$ cat config.mk
export PLATFORM = sky130hd
export DESIGN_NAME = imm_gen_pipe
export DESIGN_NICKNAME = d
export VERILOG_FILES = /design/src/rtl/imm_pkg.sv /design/src/rtl/imm_gen_pipe_decode.sv /design/src/rtl/imm_gen_pipe.sv
export SDC_FILE = /design/constraint.sdc
export NUM_CORES = 1
export LEC_CHECK = 0
export CELL_PAD_IN_SITES_DETAIL_PLACEMENT = 1
export CELL_PAD_IN_SITES_GLOBAL_PLACEMENT = 1
export CORE_MARGIN = 8
export CORE_UTILIZATION = 25
export CTS_BUF_LIST = sky130_fd_sc_hd__clkbuf_16
export DETAILED_ROUTE_END_ITERATION = 12
export PLACE_DENSITY = 0.58
export SYNTH_ARGS = -nofsm -noshare
export SYNTH_HDL_FRONTEND = slang
export SYNTH_SLANG_ARGS = --single-unit
export TNS_END_PERCENT = 30
$ cat constraint.sdc
create_clock -name clk -period 4.3 [get_ports clk]
set_input_delay 0.86 -clock clk [delete_from_list [all_inputs] [get_ports clk]]
set_output_delay 0.86 -clock clk [all_outputs]
set_load 0.03 [all_outputs]
$ cat src/rtl/imm_pkg.sv
// Shared types and opcode constants for the immediate generator.
package imm_pkg;

  typedef enum logic [2:0] {
    FMT_NONE = 3'd0,
    FMT_I    = 3'd1,
    FMT_S    = 3'd2,
    FMT_B    = 3'd3,
    FMT_U    = 3'd4,
    FMT_J    = 3'd5,
    FMT_SH   = 3'd6,
    FMT_CSR  = 3'd7
  } fmt_e;

  localparam logic [6:0] OPC_LUI    = 7'b0110111;
  localparam logic [6:0] OPC_AUIPC  = 7'b0010111;
  localparam logic [6:0] OPC_JAL    = 7'b1101111;
  localparam logic [6:0] OPC_JALR   = 7'b1100111;
  localparam logic [6:0] OPC_BRANCH = 7'b1100011;
  localparam logic [6:0] OPC_LOAD   = 7'b0000011;
  localparam logic [6:0] OPC_STORE  = 7'b0100011;
  localparam logic [6:0] OPC_OPIMM  = 7'b0010011;
  localparam logic [6:0] OPC_OP     = 7'b0110011;
  localparam logic [6:0] OPC_SYSTEM = 7'b1110011;

endpackage

$ cat src/rtl/imm_gen_pipe_decode.sv
// Combinational format classification and immediate extraction.
// SYSTEM/CSR immediates are decoded only when IMM_GEN_CSR_EN is defined.
module imm_decode
  import imm_pkg::*;
#(
  parameter int unsigned XLEN = 32
) (
  input  logic [31:0]     instr,
  output logic [XLEN-1:0] imm,
  output fmt_e            fmt,
  output logic            illegal
);

  logic        s;
  logic [2:0]  funct3;
  logic [63:0] w;

  assign s      = instr[31];
  assign funct3 = instr[14:12];

  // Built at 64 bits and truncated so one expression serves both XLEN values.
  always_comb begin
    w       = '0;
    fmt     = FMT_NONE;
    illegal = 1'b0;
    case (instr[6:0])
      OPC_LUI, OPC_AUIPC: begin
        fmt = FMT_U;
        w   = {{32{s}}, instr[31:12], 12'h000};
      end
      OPC_JAL: begin
        fmt = FMT_J;
        w   = {{44{s}}, instr[19:12], instr[20], instr[30:21], 1'b0};
      end
      OPC_JALR, OPC_LOAD: begin
        fmt = FMT_I;
        w   = {{52{s}}, instr[31:20]};
      end
      OPC_OPIMM: begin
        if (funct3 == 3'b001 || funct3 == 3'b101) begin
          fmt = FMT_SH;
          if (XLEN == 64) begin
            w = {58'b0, instr[25:20]};
          end else begin
            w       = {59'b0, instr[24:20]};
            illegal = instr[25];
          end
        end else begin
          fmt = FMT_I;
          w   = {{52{s}}, instr[31:20]};
        end
      end
      OPC_BRANCH: begin
        fmt = FMT_B;
        w   = {{52{s}}, instr[7], instr[30:25], instr[11:8], 1'b0};
      end
      OPC_STORE: begin
        fmt = FMT_S;
        w   = {{52{s}}, instr[31:25], instr[11:7]};
      end
      OPC_OP: begin
        fmt = FMT_NONE;
      end
`ifdef IMM_GEN_CSR_EN
      OPC_SYSTEM: begin
        case (funct3)
          3'b000:  fmt = FMT_NONE;
          3'b100:  illegal = 1'b1;
          default: begin
            fmt = FMT_CSR;
            w   = {47'b0, (funct3[2] ? instr[19:15] : 5'b0), instr[31:20]};
          end
        endcase
      end
`else
      OPC_SYSTEM: begin
        illegal = 1'b1;
      end
`endif
      default: begin
        illegal = 1'b1;
      end
    endcase
  end

  assign imm = XLEN'(w);

endmodule

$ cat src/rtl/imm_gen_pipe.sv
// Registered immediate generator stage with a 2-entry skid buffer.
// Optional CSR decode is selected by IMM_GEN_CSR_EN in imm_decode.
module imm_gen_pipe
  import imm_pkg::*;
#(
  parameter int unsigned XLEN  = 32,
  parameter int unsigned TAG_W = 32
) (
  input  logic             clk,
  input  logic             rst_n,
  input  logic             flush,
  input  logic             in_valid,
  output logic             in_ready,
  input  logic [31:0]      in_instr,
  input  logic [TAG_W-1:0] in_tag,
  output logic             out_valid,
  input  logic             out_ready,
  output logic [XLEN-1:0]  out_imm,
  output fmt_e             out_fmt,
  output logic             out_illegal,
  output logic [TAG_W-1:0] out_tag
);

  logic [XLEN-1:0]  dec_imm;
  fmt_e             dec_fmt;
  logic             dec_illegal;

  logic             main_valid;
  logic [XLEN-1:0]  main_imm;
  fmt_e             main_fmt;
  logic             main_illegal;
  logic [TAG_W-1:0] main_tag;

  logic             skid_valid;
  logic [XLEN-1:0]  skid_imm;
  fmt_e             skid_fmt;
  logic             skid_illegal;
  logic [TAG_W-1:0] skid_tag;

  logic             in_fire;
  logic             main_load;

  imm_decode #(.XLEN(XLEN)) u_decode (
    .instr   (in_instr),
    .imm     (dec_imm),
    .fmt     (dec_fmt),
    .illegal (dec_illegal)
  );

  assign in_ready  = ~skid_valid;
  assign in_fire   = in_valid & in_ready;
  assign main_load = ~main_valid | out_ready;

  // Skid is only ever full while main is full, so draining skid into main
  // never coincides with an input being accepted.
  always_ff @(posedge clk or negedge rst_n) begin
    if (!rst_n) begin
      main_valid   <= 1'b0;
      main_imm     <= '0;
      main_fmt     <= FMT_NONE;
      main_illegal <= 1'b0;
      main_tag     <= '0;
      skid_valid   <= 1'b0;
      skid_imm     <= '0;
      skid_fmt     <= FMT_NONE;
      skid_illegal <= 1'b0;
      skid_tag     <= '0;
    end else if (flush) begin
      main_valid <= 1'b0;
      skid_valid <= 1'b0;
    end else if (main_load) begin
      if (skid_valid) begin
        main_valid   <= 1'b1;
        main_imm     <= skid_imm;
        main_fmt     <= skid_fmt;
        main_illegal <= skid_illegal;
        main_tag     <= skid_tag;
        skid_valid   <= 1'b0;
      end else begin
        main_valid <= in_fire;
        if (in_fire) begin
          main_imm     <= dec_imm;
          main_fmt     <= dec_fmt;
          main_illegal <= dec_illegal;
          main_tag     <= in_tag;
        end
      end
    end else if (in_fire) begin
      skid_valid   <= 1'b1;
      skid_imm     <= dec_imm;
      skid_fmt     <= dec_fmt;
      skid_illegal <= dec_illegal;
      skid_tag     <= in_tag;
    end
  end

  assign out_valid   = main_valid;
  assign out_imm     = main_imm;
  assign out_fmt     = main_fmt;
  assign out_illegal = main_illegal;
  assign out_tag     = main_tag;

endmodule

* Word level (Yosys, flattened, before mapping)
Index checks and enable logic that the tools add are counted.
** Operators by class
- Add/sub/neg operators :: 0
- Multiply operators :: 0
- Div/mod/pow operators :: 0
- Order comparisons :: 0
- Equal/unequal tests :: 11
- Shift operators :: 0
- Mux-type cells :: 20
- Bitwise operators :: 6
- Reductions and logical operators :: 9
** Operator list (number)
- $pmux 32 s6 :: 1
- $mux 32 :: 5
- $eq 7x6->1 const B :: 3
- $eq 7x7->1 const B :: 3
- $pmux 3 s6 :: 1
- $eq 7x5->1 const B :: 2
- $mux 1 :: 9
- $mux 3 :: 3
- $reduce_or 8->1 :: 1
- $eq 7x2->1 const B :: 1
- $reduce_and 3->1 :: 2
- $not 1->1 :: 4
- $reduce_bool 2->1 :: 2
- $reduce_or 2->1 :: 2
- $eq 3x1->1 const B :: 1
- $eq 3x3->1 const B :: 1
- $reduce_bool 3->1 :: 1
- $pmux 1 s2 :: 1
- $and 1x1->1 :: 1
- $logic_or 1x1->1 :: 1
- $or 1x1->1 :: 1
** Word-level totals
- Register bits after elaboration :: 138
- Latch bits :: 0
- Memory bits (writable) :: 0
- Bits in read-only memories :: 0
- Bits of input ports :: 69
- Output and inout bits :: 70
- Logic and storage cells :: 56
- Memories :: 0

* Longest topological paths before layout
Gate-level depths: netlist of the first run.
- Depth in word-level cells :: 6
- Gate-level depth with buffers :: 8

* Hierarchy
Synthesis of the first run repeated with hierarchy kept, for this count alone.
** Second synthesis, totals
- Cell total of the unflattened synthesis :: 471
- Area, all modules :: 6617.6 sq um
** Modules (own cells, without submodules)
- imm_gen_pipe :: times used 1, cells an instance 373, area an instance 5979.5 sq um
- imm_decode :: times used 1, cells an instance 98, area an instance 638.1 sq um

* Least setup slack after synthesis of the first run
No wires, ideal clock.
- Kind :: reg2out
- Start :: reg skid_valid
- End :: out in_ready
- Arrival time :: 1336 ps
- Required time :: 3440 ps
- Path slack :: 2104 ps
- Cell stages (with the launch flop) :: 5
- Cell sequence :: dfrtp_1 > buf_2 > inv_1 > clkbuf_1 > clkbuf_1
** Between the ends
- Word-level cells in the longest chain between the ends :: 1
** Ends and longest elaborated chain
- start, declared :: RTL line imm_gen_pipe.sv:34 : logic skid_valid;
- start signal, assigned :: RTL line imm_gen_pipe.sv:63 : skid_valid <= 1'b0;
- start signal, assigned :: RTL line imm_gen_pipe.sv:70 : skid_valid <= 1'b0;
- start signal, assigned :: RTL line imm_gen_pipe.sv:78 : skid_valid <= 1'b0;
- $not 1->1 :: RTL line imm_gen_pipe.sv:50 : assign in_ready = ~skid_valid;
- end, declared :: RTL line imm_gen_pipe.sv:13 : output logic in_ready,
No other way between the ends.

* Final worst setup path of the first run
- Start :: in in_instr[2]
- End :: reg skid_imm[18]
** Between the ends
- Word-level cells in the longest chain between the ends :: 3
** Ends and longest elaborated chain
- start, declared :: RTL line imm_gen_pipe.sv:14 : input logic [31:0] in_instr,
- $eq 7x7->1, or another cell as far along :: RTL line imm_gen_pipe_decode.sv:26 : case (instr[6:0])
- $reduce_or 2->1 :: RTL line imm_gen_pipe_decode.sv:26
- $pmux 32 s6 (*) :: RTL line imm_gen_pipe_decode.sv:26
- end signal, assigned :: RTL line imm_gen_pipe.sv:90 : skid_imm <= dec_imm;
- end, declared :: RTL line imm_gen_pipe.sv:35 : logic [XLEN-1:0] skid_imm;
Every way passes the cells marked *; elsewhere a longest branch is shown, timed or not.
A chain may end at the register's enable or synchronous reset.

==> results of run 1 <==
kinds of logic after synthesis:
group	count (synthesis)	share of synthesized area (%)
flops	138	55.4
xor+xnor	1	0.141
simple gates	261	17.9
mux	33	5.30
buf+inv	62	4.50
compound gates	188	16.7
cell type report:
class | count | share of cell area [%]
clock buffer | 17 | 4.97
clock inverter | 15 | 2.73
inverter | 11 | 0.482
multi-input combinational | 483 | 29.5
sequential | 138 | 40.4
tap | 324 | 4.74
timing repair buffer | 149 | 17.3
stage by stage:
step                power [W]  cell area (sq um)  hold WS (ns)  utilization [%]
floorplan             0.00198               6230         0.441                -
global placement      0.00234               7900         0.456             32.4
finish                0.00398               8560         0.401             35.1
global route          0.00417               8560         0.445             35.1
CTS                   0.00404               8560         0.422             35.1
detailed placement    0.00235               7900         0.463             32.4
worst reg2reg max path, cell delays in order (launching register included):
cell,delay (ns)
dfrtp_2,0.67
nor2_1,0.19
or3_4,0.66
or3_1,0.52
o21ai_0,0.09
a21oi_1,0.06
flip-flops by register name, summed over array words and instances (netlist names):
signal and flops:
skid_fmt 3, out_tag 32, skid_illegal 1, out_fmt 3, out_illegal 1, out_valid 1, skid_imm 32, skid_valid 1
skid_tag 32, out_imm 32
Yosys cell counts:
library cell	instances
buf_1	3
a41o_1	1
and4bb_2	1
o21ai_1	14
clkbuf_1	26
nand4_1	2
o21ai_0	82
and3b_1	1
a22oi_1	5
and2_1	1
and3_1	9
o2bb2ai_2	1
nor3_1	5
nor2b_1	1
nand3b_1	2
a21boi_1	1
mux2i_1	33
and4b_1	1
dfrtp_1	138
buf_6	2
o31ai_1	6
and4_1	1
or3_1	9
nor4b_1	1
o211ai_1	1
nor3b_4	1
nand3_1	5
a21oi_1	52
a211oi_1	13
o22ai_1	7
a31oi_1	4
nor3b_1	1
nand3_2	1
nand2_1	189
a31oi_2	1
buf_4	3
nand2b_1	2
nor2_2	1
inv_1	11
buf_2	17
nor2_1	27
xnor2_1	1
worst min-delay path by stage:
| stage | from | end | slack (ns) | cells past startpoint |
|---|---|---|---|---|
| floorplan | skid_fmt[2] | skid_fmt[2] | 0.44 | 2 |
| global placement | skid_imm[12] | skid_imm[12] | 0.46 | 2 |
| detailed placement | skid_tag[29] | skid_tag[29] | 0.46 | 2 |
| CTS | rst_n | out_tag[25] | 0.42 | 1 |
| global route | rst_n | out_tag[25] | 0.44 | 1 |
| finish | rst_n | out_tag[25] | 0.40 | 1 |
per-layer routing:
layer / up-vias / global-route usage [%]
met2: 120 / 21.0
met4: 0 / 4.06
met3: 13 / 2.90
met1: 2558 / 18.1
met5: - / 0
li1: 2561 / -
report_power, final:
part	internal (W)	leakage, nW	switching, W
combinational	0.000299	1.56	0.000423
clock	0.00104	0.312	0.000621
sequential	0.00149	1.77	0.000103
==> summary.md, run 1 <==
| Metric | Value |
|---|---|
| Outcome | `finished clean` |
| Distinct cells, synth | `42` |
| Slowest stage delay, CP | `0.68 ns` |
| Total GRT Usage | `13.4%` |
| Antenna viol nets, final | `0` |
| Top cell family by delay on the critical path | `buffers and inverters` |
| CTS tree | `done` |
| Post-Syn Area | `6230 sq um` |
| Total CTS buffers | `17` |
| # port buffers | `138` |
| Clock sinks | `138` |
| Final setup margin | `1.43 ns` |
| First-pass GRT wire length | `32.3 mm` |
| Final setup vio count | `0` |
| Max Fanout on Critical Path | `24` |
| Fin crit period | `2.87 ns` |
| Placed instance count | `1,105` |
| Synthesized Nets | `752` |
| Core Footprint | `24,400 sq um` |
| Worst skew pair latency | `0.41 ns` |
| Total Negative Setup Slacks | `0 ns` |
| Slew @ Worst Pin | `0.838 ns` |
| Uppermost layer routed | `met4` |
| Hold Path Class | `in2async` |
| Post-CTS setup buffers | `0` |
| Initial detailed-routing violation count | `235` |
| Synthesis-stage register bit count | `138` |
| Routability cong. | `0.803` |
| Hpwl dp | `13.4 mm` |
| Cell Count, Final, Fillers Out | `1,137` |
| WS Path Type | `in2reg` |
| Worst Setup End Kind | `flop` |
| Crit-path cells | `clkdlybuf4s50_1 > and4b_1 > nor3b_4 > buf_4 > a41o_1 > a21oi_1 > o21ai_0` |
| DR WL/cell | `17.6 um` |
| Area growth syn-to-layout | `37.4%` |
| Multi-input logic area | `2520 sq um` |
| Achievable Freq | `348 MHz` |
| Clock buffer depth | `2` |
| Top post-synthesis cells by area | `dfrtp_1 55%, nand2_1 11%, o21ai_0 6.6%` |
| Crit path buf inv count | `2` |
| Cells on worst reg2reg path | `5` |
| Cell taking the most area after synthesis | `dfrtp_1` |
| Met1 Routed Length | `9.94 mm` |
| Clock transition at path regs | `0.06 ns` |
| H-tree levels | `4` |
| Critical R2R Capture | `out_imm[15]` |
| Root Driver | `clkbuf_16` |
| CTS hold repair buffers | `0` |
| Post-synthesis cell count | `683` |
| Leak | `3.64 nW` |
| Io pins | `139` |
| WP depth | `7` |
| Nets@finish | `869` |
| Cts repair resizes | `0` |
| Post-synth top area share | `55.4%` |
| Drt total wl | `20.1 mm` |
| Pwr dens | `465 nW/um^2` |
| Num rows | `57` |
| Ratio of cells with drive above 1 in the final layout | `6.77%` |
| Setup crit start kind | `primary input` |
| Final Slew Violations | `0` |
| Unrepaired setup endpoints after global routing | `false` |
| Seq/Total Area, Yosys | `55.4%` |
| Relative slew slack | `44.2%` |
| Max_cap viols | `0` |
| N_diodes | `0` |
| Final hold violation count | `0` |
| Final worst-path cycle share | `66.8%` |
| Syn_area_per_cell | `9.12 sq um` |
| Die Area | `30,200 sq um` |
| Worst VDD drop | `0.000225 V` |
| Die X-Extent | `174 um` |
| Initial core utilization | `25.6%` |
| Most frequent cells in the layout | `189 x nand2_1, 137 x clkdlybuf4s50_1, 137 x dfrtp_1, 82 x o21ai_0, 52 x a21oi_1` |
| Crit path capture | `skid_imm[18]` |
| Worst Setup SP | `in_instr[2]` |
| GRT overflow | `0` |
| WP data required | `4.62 ns` |
| Vias in the first global route | `5,649` |
| Largest net degree at the start of global routing | `82` |
| Number of vias per cell | `4.62` |
| Commonest non-fill, non-tap cell in the layout | `nand2_1` |
| CP max-delay cell | `clkdlybuf4s50_1` |
| Antenna violations before repair | `0` |
| Residual DRC | `0` |
| FF/Latch Area | `3450 sq um` |
| Reg2reg start | `skid_valid` |
| Setup WS pre-CTS | `1.00 ns` |
| Routed length on met2 | `9.15 mm` |
| Critical path data arrival time | `3.19 ns` |
| Fillers | `2,807` |
| Reg2reg setup slack | `1.99 ns` |
| Detailed Routing Iterations Pass 1 | `4` |
| Ys Warns | `0` |
| Worst Clk Skew | `0.00754 ns` |
| Die Y | `174 um` |
| DR WL met3 | `736 um` |
| Vias post-DR | `5,252` |
Power figures use the tool's default switching activity.
==> run 2: changes to the inputs <==
--- a/config.mk
+++ b/config.mk
@@ -11,7 +11,7 @@
 export CORE_UTILIZATION = 25
 export CTS_BUF_LIST = sky130_fd_sc_hd__clkbuf_16
 export DETAILED_ROUTE_END_ITERATION = 12
-export PLACE_DENSITY = 0.58
+export PLACE_DENSITY = 0.6
 export SYNTH_ARGS = -nofsm -noshare
 export SYNTH_HDL_FRONTEND = slang
 export SYNTH_SLANG_ARGS = --single-unit
==> constraint.sdc (replaced) <==
create_clock -name clk -period 2.35 [get_ports clk]
set_input_delay 0.47 -clock clk [delete_from_list [all_inputs] [get_ports clk]]
set_output_delay 0.47 -clock clk [all_outputs]
set_load 0.03 [all_outputs]
==> run 2 against run 1 <==
  * The run now ends with hold timing left
  * Worst hold slack got worse by 0.42 ns
  * Clock power rose by 53%
  * Register-to-register slack got worse by 1.3 ns
  * Clock-buffer cell count did not move
  * Clock skew rose by 0.00078 ns
  * Wire length rose by 2.6%
  * Final area rose by 1.8%
  * Die area did not move
  * Critical path type unchanged
  * Critical endpoint is now out_imm[1]
==> summary.md, run 2 (synthesis results as in run 1) <==
| Metric | Value |
|---|---|
| Total CTS buffers | `17` |
| Most frequent cells in the layout | `189 x nand2_1, 137 x dfrtp_1, 136 x clkdlybuf4s50_1, 82 x o21ai_0, 52 x a21oi_1` |
| Antenna viol nets, final | `0` |
| Die Y | `174 um` |
| Drt total wl | `20.6 mm` |
| Fillers | `2,829` |
| Io pins | `139` |
| Violated checks | `hold timing` |
| Fin crit period | `2.05 ns` |
| Max Fanout on Critical Path | `7` |
| WP data required | `2.69 ns` |
| Post-CTS setup buffers | `0` |
| Clock transition at path regs | `0.06 ns` |
| Reg2reg setup slack | `0.65 ns` |
| Hpwl dp | `14.5 mm` |
| WS Path Type | `in2reg` |
| CTS tree | `done` |
| Critical path data arrival time | `2.39 ns` |
| Clock buffer depth | `2` |
| Antenna violations before repair | `0` |
| GRT overflow | `0` |
| Residual DRC | `0` |
| Final Core Density | `35.7%` |
| Total GRT Usage | `13.8%` |
| Max_cap viols | `0` |
| Unrepaired setup endpoints after global routing | `false` |
| Pwr dens | `782 nW/um^2` |
| Routability cong. | `0.856` |
| Slew @ Worst Pin | `0.653 ns` |
| Cells on worst reg2reg path | `5` |
| Leak | `3.75 nW` |
| Reg2reg start | `out_valid` |
| Outcome | `complete, but fails checks` |
| Initial core utilization | `25.6%` |
| Cts repair resizes | `0` |
| Largest net degree at the start of global routing | `59` |
| Number of vias per cell | `4.61` |
| Ratio of cells with drive above 1 in the final layout | `9.22%` |
| Hold Path Class | `in2async` |
| Final hold violation count | `6` |
| Commonest non-fill, non-tap cell in the layout | `nand2_1` |
| Die Area | `30,200 sq um` |
| Setup crit start kind | `primary input` |
| First-pass GRT wire length | `33.4 mm` |
| Die X-Extent | `174 um` |
| Vias in the first global route | `5,770` |
| Num rows | `57` |
| Root Driver | `clkbuf_16` |
| Worst Setup End Kind | `flop` |
| Core Footprint | `24,400 sq um` |
| Hold slack | `-0.0163 ns` |
| Achievable Freq | `487 MHz` |
| # port buffers | `138` |
| Area growth syn-to-layout | `39.8%` |
| H-tree levels | `4` |
| Critical R2R Capture | `out_imm[16]` |
| Final setup vio count | `0` |
| DR WL/cell | `17.7 um` |
| Detailed Routing Iterations Pass 1 | `4` |
| Clock sinks | `138` |
| Final Slew Violations | `0` |
| Nets@finish | `891` |
| Initial detailed-routing violation count | `389` |
| Worst Clk Skew | `0.00832 ns` |
| CTS hold repair buffers | `0` |
| Vias post-DR | `5,347` |
| Tot Pwr | `0.00681 W` |
| N_diodes | `0` |
| Worst VDD drop | `0.000331 V` |
| Final worst-path cycle share | `87.3%` |
| Relative slew slack | `56.5%` |
| Worst skew pair latency | `0.42 ns` |
## run 2: cell count changes in the layout (fill, tap and decap cells not counted), sizes merged
cell           change
buf               +23
bufinv             -4
clkdlybuf4s50      -1
clkinv             +6
inv                -2
## run 2: stage by stage
step	setup WS [ns]	instance area (sq um)	setup TNS [ns]	cells
after detailed placement	-0.169	8160	-1.32	1127
after global placement	-0.138	8160	-0.667	1127
after CTS	0.276	8710	0	1159
final	0.298	8710	0	1159
after floorplan	0.532	6230	0	683
after global routing	0.140	8710	0	1159
## run 2: final cells by class
| cell class | count | area [sq um] | share of cell area (%) |
|---|---|---|---|
| clock buffers | 17 | 425 | 4.88 |
| clock inverters | 15 | 125 | 1.44 |
| inverters | 11 | 41.3 | 0.474 |
| multi-input cells | 483 | 2520 | 28.9 |
| flip-flops and latches | 138 | 3450 | 39.6 |
| well taps | 324 | 405 | 4.65 |
| repair buffers | 171 | 1740 | 20.0 |
## run 2: how the worst max path moves through the flow
stage / from / to / slack (ns) / cells past startpoint
5_1_grt: in_instr[4] / skid_imm[2] / 0.14 / 7
3_3_place_gp: in_instr[4] / out_imm[1] / -0.14 / 7
2_1_floorplan: out_valid / out_imm[18] / 0.53 / 7
3_5_place_dp: in_instr[4] / out_imm[1] / -0.17 / 7
6_report: in_instr[4] / out_imm[1] / 0.30 / 7
4_1_cts: in_instr[4] / out_imm[1] / 0.28 / 7
## run 2: power breakdown
group | internal (W) | switching, W
Clock | 0.00145 | 0.00108
Sequential | 0.00272 | 0.000188
Combinational | 0.000578 | 0.000787
Total | 0.00476 | 0.00206
## run 2: per-layer routing
layer | GRT usage (%) | vias up | part of all wire [%]
met5 | 0 | - | 0
met4 | 3.81 | 0 | 0.78
met3 | 2.82 | 13 | 4.1
met2 | 22.0 | 134 | 46
met1 | 18.8 | 2597 | 49
li1 | - | 2603 | -
## run 2: critical path, cell delays in order
cell and delay (ns):
clkdlybuf4s50_1 0.47, and3b_1 0.40, nand2_1 0.08, o21ai_0 0.51, a22oi_1 0.15, buf_4 0.18, o21ai_0 0.14
